<file path="src/rtl/gcd_controller.sv">
// Control FSM for a subtract-and-compare GCD datapath.
// Define GCD_CTRL_WDOG_EN to add the iteration watchdog (err, iter_cnt).
module gcd_controller #(
    parameter logic [15:0] MAX_ITER = 16'hFFFF
) (
    input  logic        clk,
    input  logic        rst,
    input  logic        start,
    input  logic        gt,
    input  logic        lt,
    input  logic        eq,
    output logic        lda,
    output logic        ldb,
    output logic        sel1,
    output logic        sel2,
    output logic        sel_in,
    output logic        busy,
`ifdef GCD_CTRL_WDOG_EN
    output logic        err,
    output logic [15:0] iter_cnt,
`endif
    output logic        done
);

`ifdef GCD_CTRL_WDOG_EN
    typedef enum logic [2:0] {
        IDLE, LOAD_A, LOAD_B, COMPUTE, DONE, ERR
    } state_t;
`else
    typedef enum logic [2:0] {
        IDLE, LOAD_A, LOAD_B, COMPUTE, DONE
    } state_t;
`endif

    state_t state, next;

    always_ff @(posedge clk) begin
        if (rst) state <= IDLE;
        else     state <= next;
    end

`ifdef GCD_CTRL_WDOG_EN
    logic step;
    logic wdog_hit;

    assign wdog_hit = (iter_cnt == MAX_ITER);

    // Counter survives DONE/ERR so the last run can still be read out.
    always_ff @(posedge clk) begin
        if (rst)
            iter_cnt <= '0;
        else if (state == IDLE && start)
            iter_cnt <= '0;
        else if (step)
            iter_cnt <= iter_cnt + 16'd1;
    end

    assign err = (state == ERR);
`endif

    always_comb begin
        next   = state;
        lda    = 1'b0;
        ldb    = 1'b0;
        sel1   = 1'b0;
        sel2   = 1'b0;
        sel_in = 1'b0;
`ifdef GCD_CTRL_WDOG_EN
        step   = 1'b0;
`endif
        unique case (state)
            IDLE: begin
                if (start) next = LOAD_A;
            end
            LOAD_A: begin
                lda    = 1'b1;
                sel_in = 1'b1;
                next   = LOAD_B;
            end
            LOAD_B: begin
                ldb    = 1'b1;
                sel_in = 1'b1;
                next   = COMPUTE;
            end
            COMPUTE: begin
                if (eq) begin
                    next = DONE;
`ifdef GCD_CTRL_WDOG_EN
                end else if (wdog_hit) begin
                    next = ERR;
`endif
                end else if (gt) begin
                    lda  = 1'b1;
                    sel2 = 1'b1;
`ifdef GCD_CTRL_WDOG_EN
                    step = 1'b1;
`endif
                end else if (lt) begin
                    ldb  = 1'b1;
                    sel1 = 1'b1;
`ifdef GCD_CTRL_WDOG_EN
                    step = 1'b1;
`endif
                end
            end
            DONE: next = IDLE;
`ifdef GCD_CTRL_WDOG_EN
            ERR:  next = IDLE;
`endif
            default: next = IDLE;
        endcase
    end

    assign busy = (state != IDLE);
`ifdef GCD_CTRL_WDOG_EN
    assign done = (state == DONE) || (state == ERR);
`else
    assign done = (state == DONE);
`endif

endmodule

</file>
<file path="config.mk">
export PLATFORM = sky130hd
export DESIGN_NAME = gcd_controller
export DESIGN_NICKNAME = d
export VERILOG_FILES = /design/src/rtl/gcd_controller.sv
export SDC_FILE = /design/constraint.sdc
export NUM_CORES = 1
export LEC_CHECK = 0
export ABC_CLOCK_PERIOD_IN_PS = 1600
export CAP_MARGIN = 0
export CORE_AREA = 2 2 39 41
export DETAILED_ROUTE_END_ITERATION = 10
export DIE_AREA = 0 0 41 43
export GPL_TIMING_DRIVEN = 0
export PLACE_DENSITY = 0.44
export SLEW_MARGIN = 20
export SYNTH_ARGS = -nofsm -noshare
export SYNTH_HDL_FRONTEND = slang
export SYNTH_SLANG_ARGS = --single-unit
</file>
<file path="constraint.sdc">
create_clock -name clk -period 1.6 [get_ports clk]
set_clock_uncertainty 0.2 [all_clocks]
set_input_delay 0.4 -clock clk [delete_from_list [all_inputs] [get_ports clk]]
set_output_delay 0.4 -clock clk [all_outputs]
set_load 0.05 [all_outputs]
</file>
; ---- Word-level counts from Yosys, hierarchy flattened
; Cells that the tools add are included.
[op_classes]
addsub = 0
n_mul = 0
div_mod_pow = 0
order_cmp = 0
eq_ne = 6
n_shift = 0
n_mux = 13
bitwise_logic = 0
reduce_logical = 4
[op_table]
columns = cell, count
row1 = one-hot mux 3 bit (4 select lines), 1
row2 = 2-to-1 mux 1 bit, 8
row3 = == test 3 x 2 -> 1 bit (second input constant), 2
row4 = 2-to-1 mux 3 bit, 2
row5 = inequality test 2 bit (second input constant), 2
row6 = one-hot mux 1 bit (2 select lines), 2
row7 = == test 3 x 1 -> 1 bit (second input constant), 1
row8 = == test 3 bit (second input constant), 1
row9 = logical NOT 3 bit, 1
row10 = nonzero test 3 bit, 1
row11 = AND reduction 2 bit, 1
row12 = OR reduction 2 bit, 1
[word_totals]
regBits = 3
latchBits = 0
ramBits = 0
mem_bits_ro = 0
output_inout_bits = 7
memories = 0

; ---- Longest topological paths before layout
; Gate-level depths: netlist (run 1).
[logic_depth]
word_depth = 4
mapped_depth = 3

; ---- Worst setup path before layout (run 1)
; No wires, ideal clock.
[synth_path]
path_kind = register to output
start = reg state[2]
end = out sel2
arrival_ps = 1631
path_slack_ps = -631
path_stages_with_launch = 3
n_path_buf = 0
path_cell_list = dfxtp_1 nand2b_1 nor3_1
[synth_between]
elab_chain_len = 2
[synth_rtl]
columns = item, line_no
row1 = "start, declared", 35  ; state_t state, next;
row2 = "start signal, assigned", 39  ; else state <= next;
row3 = == test 3 x 2 -> 1 bit, 71  ; unique case (state)
row4 = 2-to-1 mux 1 bit, 71
row5 = "end, declared", 15  ; output logic sel2,
; No other way between the ends.

; ---- Final worst setup path (run 1)
[layout_path]
start = in eq
end = out ldb
[layout_between]
elab_chain_len = 2
[layout_rtl]
columns = item, line_no
row1 = "start, declared", 11  ; input logic eq,
row2 = 2-to-1 mux 1 bit, 86  ; if (eq) begin
row3 = one-hot mux 1 bit (2 select lines), 71
row4 = "end, declared", 13  ; output logic ldb,
; No other way between the ends.

==> flow_summary.yaml, run 1 <==
sta:
  setup_ws_ns: -0.2018
  fin_tns_setup_ns: -0.9273
  tightest_slew_ns: 0.2079
  drv_slew: 0
  setup-violations-final: 7
  rsz0062_at_grt: "true"
  max_freq_ghz: 0.5550
  max_slew_margin_pct: 86.04
  finalCriticalPeriod_ns: 1.802
  fin_crit_sh_pct: 112.6
  finalHoldViolCount: 0
finish:
  layout-drive-gt1-share_pct: 70.21
  largest_register_ffs: 3
  final_core_util_pct: 34.99
  largest-register: "state"
  fin_nets: 54
  multi_input_area_sq_um: 191.4
  num_antenna_cells: 0
  reg_top3: "state (3)"
  synthToLayoutAreaGrowth_pct: 134.5
  seqCellArea_sq_um: 66.31
  fill_cells: 150
route:
  wl_microns: 677
  wl_per_cell_microns: 10.75
  viasPerCell: 4.063
  postRouteAntennaNets: 0
  vias: 256
  first_pass_iters: 2
  remaining_drc_errors: 0
  detail_route.iter0.violations: 1
cts:
  cts_tree: "yes"
  clkLatencyLatePin_ns: 0.23
  ctsHoldBuffers: 0
  clock_sinks: 3
  cts_buffer_depth: 2
  clockRootBuffer: "clkbuf_4"
  h-tree-depth: 1
  clk_pin_slew_ns: 0.04
  cts_buffers: 3
yosys:
  synth_adder_area_share_pct: 0
  synth-compound-area-share_pct: 12.12
  yosys.area_share.simple_pct: 48.48
  yosys-mux-area-fraction_pct: 0
  yosys-top-cells-area: "dfxtp_1, nand2b_1, nor4_2, a21oi_1, nor3_1"
  synth_edf_count: 0
  dominantRegCellSynth: "dfxtp_1"
  postSynth.asyncResetShare_pct: 0
  synth.yosys.seq_area_share_pct: 29.09
  syn_area_sq_um: 206.4
  synth_warnings: 0
  synth_xor_xnor_area_share_pct: 4.242
  yosys.cell_types.count: 16
  yosysMostFrequentCell: "nand2b_1"
  synth_top_family_by_area: "simple AND/OR/NAND/NOR gates"
  synth_commonest_cells: "nand2b_1, dfxtp_1"
  synth-seq-cells: 3
  synth_top_cell_area_share_pct: 29.09
  avgSynthCellArea_sq_um: 7.940
  syn_nets: 32
  syn_inst: 26
  synth_top_area_cell: "dfxtp_1"
critical_path:
  cp-end-kind: "primary output"
  path_buf_inv: 2
  startpoint_type: "input port"
  critPathArrivalTime_ns: 1.20
  cp_slowest_stage_delay_ns: 0.38
  cp.required_ns: 1.00
  crit_fanout: 5
  critPathSlowestCell: "or3b_4"
  crit_type: "in -> out"
  crit_family: "simple AND/OR/NAND/NOR gates"
  worstPathCellList: "buf_4 -> or3b_4 -> a21oi_4 -> buf_6"
global_routing:
  antenna_found_initial: 0
  grt_first_pass_wirelength_microns: 1062
  grt_pass1_vias: 237
  grt_max_degree: 8
  grt_remaining_overflow: 0
  grtUsageTotal_pct: 9.319
die:
  die_h_microns: 43
  die_w_microns: 41
  initial_core_util_pct: 14.92
  die_area_sq_um: 1763
  rows: 14
  ios: 13
  core-area_sq_um: 1384
power_and_ir_drop:
  combPwrFrac_pct: 46.0
  switchingPower_mw: 0.1601
  internal-power_mw: 0.2600
  switching_share_pct: 38.11
  pwr_density_cell_nw_per_um2: 867.5
  power_leakage_nw: 0.2074
  clkPwrFrac_pct: 31.6
  max-vdd-ir-drop_v: 0.0002141
  pwr-share-seq_pct: 22.4
status:
  violations: "setup timing"
  outcome: "finished with violations"
run:
  maxCapViolCount: 0
placement:
  dp_slack_ns: -1.291
  gp_congestion: 0.5621
  portBuffers: 12
  dp_hpwl_microns: 404.1
hold_path:
  hold_path.class: "in -> reg"
## power by group through the flow
stage	Clock, mW	Combinational, mW	Sequential (mW)
global route	0.146	0.206	0.0948
floorplan	0	0.112	0.0900
global placement	0	0.164	0.0918
finish	0.133	0.193	0.0940
CTS	0.139	0.191	0.0931
detailed placement	0	0.163	0.0923
## worst register-to-register path: stages, from the launching register on
cell and delay, ns:
dfxtp_2 0.33, buf_6 0.13, nand2b_4 0.07, buf_6 0.12, buf_4 0.12, a211oi_1 0.18
## layout by cell type, fill, tap and decap left out, types with 2 or more instances in the layout
cell type / netlist / routed
buf_2: 1 / 2
inv_1: 2 / 2
buf_6: 0 / 10
buf_4: 0 / 4
clkbuf_4: 0 / 3
nor2_2: 0 / 2
nand2b_4: 0 / 2
dfxtp_2: 0 / 2
clkdlybuf4s50_1: 0 / 2
nand2b_1: 4 / 2
## cells by family after synthesis
logic type / after synthesis
flip-flops: 3
AO/OA/AOI/OAI: 4
XOR/XNOR: 1
AND/OR/NAND/NOR: 15
buffers and inverters: 3
## path summary, 6_finish.rpt
path                                         endpoint  cells past startpoint  slack, ns             startpoint
worst min register to register  state[1]$_SDFFE_PP0P_                      1       0.30  state[2]$_SDFFE_PP0P_
worst max register to register  state[0]$_SDFFE_PP0P_                      5       0.36  state[1]$_SDFFE_PP0P_
worst max-delay path                              ldb                      4      -0.20                     eq
worst min-delay path            state[2]$_SDFFE_PP0P_                      3       0.23                     eq
## final cells by class
| type | count | area share [%] |
|---|---|---|
| multi-input combinational | 20 | 39.53 |
| timing repair buffer | 17 | 33.33 |
| sequential | 3 | 13.70 |
| clock buffer | 4 | 5.426 |
| tap | 16 | 4.134 |
| buffer | 1 | 2.326 |
| inverter | 2 | 1.550 |
## stage by stage
step / cell area (sq um) / hold WS [ns] / total power [mW] / cells
4_1_cts: 475.5 / 0.2253 / 0.4230 / 63
6_report: 484.2 / 0.2296 / 0.4200 / 63
2_1_floorplan: 254.0 / 0.2489 / 0.2024 / 26
3_5_place_dp: 394.1 / 0.2887 / 0.2555 / 54
5_1_grt: 484.2 / 0.2448 / 0.4467 / 63
3_3_place_gp: 394.1 / 0.2907 / 0.2553 / 54
## timing repair
item / 4_1_cts / 5_1_grt
resized for setup: 69 / 3
pin swaps: 3 / 1
gates cloned: 1 / 0
setup endpoints to repair: 7 / 7
setup buffers: 4 / 0
## routing by layer
metal | vias up | track usage, % | part of all wire [%]
li1 | 133 | - | -
met1 | 106 | 11.82 | 48
met2 | 15 | 11.56 | 39
met3 | 2 | 3.665 | 11
met4 | 0 | 8.000 | 2.1
met5 | - | 0 | 0
No activity file was read; power rests on OpenSTA's default activity.
==> run 2, diff against run 1 <==
--- a/config.mk
+++ b/config.mk
@@ -10,8 +10,9 @@
 export CORE_AREA = 2 2 39 41
 export DETAILED_ROUTE_END_ITERATION = 10
 export DIE_AREA = 0 0 41 43
+export DONT_BUFFER_PORTS = 1
 export GPL_TIMING_DRIVEN = 0
-export PLACE_DENSITY = 0.44
+export PLACE_DENSITY = 0.31
 export SLEW_MARGIN = 20
 export SYNTH_ARGS = -nofsm -noshare
 export SYNTH_HDL_FRONTEND = slang
==> run 2 against run 1 <==
The run still ends with setup timing left; die area unchanged; clock-buffer cell count did not move; combinational power rose by 7%; worst hold slack got worse by 0.20 ns; cell count shrank 13%; design area decreased by 5.2%; critical path depth down 1; total power increased by 0.89%; sequential power down 7.3%; fmax fell by 7.2%; first-iteration DRC count down 100%.
==> flow_summary.yaml, run 2 (same netlist as run 1, synthesis figures left out) <==
finish:
  largest-register: "state"
  fill_cells: 156
  fin_nets: 46
  multi_input_area_sq_um: 242.7
  layout-drive-gt1-share_pct: 79.49
  synthToLayoutAreaGrowth_pct: 122.4
  layout_common_cells: "buf_6, buf_4, nand2b_4, clkbuf_4"
  largest_register_ffs: 3
  seqCellArea_sq_um: 68.82
  stdcell_count: 55
  final_area_sq_um: 459.2
  num_antenna_cells: 0
  reg_top3: "state (3)"
die:
  rows: 14
  ios: 13
  core-area_sq_um: 1384
  die_w_microns: 41
  die_area_sq_um: 1763
  initial_core_util_pct: 14.92
  die_h_microns: 43
cts:
  cts_buffer_depth: 2
  clkLatencyLatePin_ns: 0.23
  clk_pin_slew_ns: 0.04
  cts_tree: "yes"
  clockRootBuffer: "clkbuf_4"
  h-tree-depth: 1
  ctsHoldBuffers: 0
  cts_buffers: 3
  clock_sinks: 3
critical_path:
  crit_type: "reg -> out"
  critPathCapture: "sel1"
  cp-end-kind: "primary output"
  cp.required_ns: 1.00
  setup.worst_path.start: "state[1]$_SDFFE_PP0P_"
  reg2regPathDepth: 4
  rr_startpoint: "state[1]$_SDFFE_PP0P_"
  critPathArrivalTime_ns: 1.34
  startpoint_type: "flop"
  regToRegEndpoint: "state[1]$_SDFFE_PP0P_"
  ff2ff_setup_slack_ns: 0.39
  crit_fanout: 3
route:
  wl_per_cell_microns: 11.53
  wl_microns: 634
  viasPerCell: 4.073
  vias: 224
  remaining_drc_errors: 0
  first_pass_iters: 1
  detail_route.iter0.violations: 0
  postRouteAntennaNets: 0
sta:
  setup-violations-final: 7
  max_freq_ghz: 0.5150
  drv_slew: 0
  finalHoldViolCount: 0
  setup_ws_ns: -0.3418
  fin_crit_sh_pct: 121.4
  tightest_slew_ns: 0.7205
  finalCriticalPeriod_ns: 1.942
  max_slew_margin_pct: 51.61
  rsz0062_at_grt: "true"
  whs_ns: 0.02921
placement:
  dpl.cell_count: 42
  placed_cell_area_sq_um: 274.0
  portBuffers: 0
  gp_congestion: 0.5942
  dp_hpwl_microns: 405.2
  dp_slack_ns: -0.2593
status:
  outcome: "finished with violations"
  violations: "setup timing"
hold_path:
  hold_path.class: "in -> reg"
  holdPathStages: 1
run:
  maxCapViolCount: 0
power_and_ir_drop:
  power_leakage_nw: 0.1772
  pwr_density_cell_nw_per_um2: 922.8
  power_mw: 0.4238
  max-vdd-ir-drop_v: 0.0002090
global_routing:
  grt_first_pass_wirelength_microns: 966
  grtUsageTotal_pct: 8.325
  grt_pass1_vias: 233
  antenna_found_initial: 0
  grt_remaining_overflow: 0
  grt_max_degree: 8
run 2: critical path: stages, from the launching register on:
cell and delay (ns):
dfxtp_2 0.32, buf_6 0.10, nand2b_4 0.07, nor4_4 0.62
run 2: metrics by stage:
| step | TNS, ns | util [%] |
|---|---|---|
| 6_report | -1.883 | 33.18 |
| 4_1_cts | -1.695 | 27.49 |
| 5_1_grt | -2.136 | 33.18 |
| 2_1_floorplan | -0.4111 | - |
| 3_3_place_gp | -0.7145 | 19.80 |
| 3_5_place_dp | -0.7340 | 19.80 |
run 2: timing repair:
item,CTS,global route
pin swaps,3,4
endpoints found under the setup margin,7,7
gates resized for setup,14,9
buffers inserted,4,6
run 2: worst min path at each step:
stage                     slack (ns)                  start                    end
after floorplan                 0.25  state[2]$_SDFFE_PP0P_  state[0]$_SDFFE_PP0P_
after global placement          0.27                    rst  state[0]$_SDFFE_PP0P_
after detailed placement        0.27                    rst  state[0]$_SDFFE_PP0P_
after CTS                       0.02                    rst  state[0]$_SDFFE_PP0P_
after global routing            0.03                    rst  state[0]$_SDFFE_PP0P_
final                           0.03                    rst  state[0]$_SDFFE_PP0P_
run 2: power by group:
part | leakage, nW | internal [mW] | total (mW) | switching [mW]
Combinational | 0.136 | 0.0866 | 0.206 | 0.119
Sequential | 0.0264 | 0.0807 | 0.0871 | 0.00639
Clock | 0.0150 | 0.0934 | 0.131 | 0.0376
Total | 0.177 | 0.261 | 0.424 | 0.163
run 2: area by class of cell:
class                      instances  area share (%)
multi-input combinational         20           52.86
timing repair buffer               9           17.98
sequential                         3           14.99
clock buffer                       4           5.722
tap                               16           4.360
buffer                             1           2.452
inverter                           2           1.635
run 2: per-layer routing:
layer	share of wire [%]	track usage (%)
met1	38	9.936
met2	52	11.56
met3	9.9	1.571
met4	0	8.000
met5	0	0
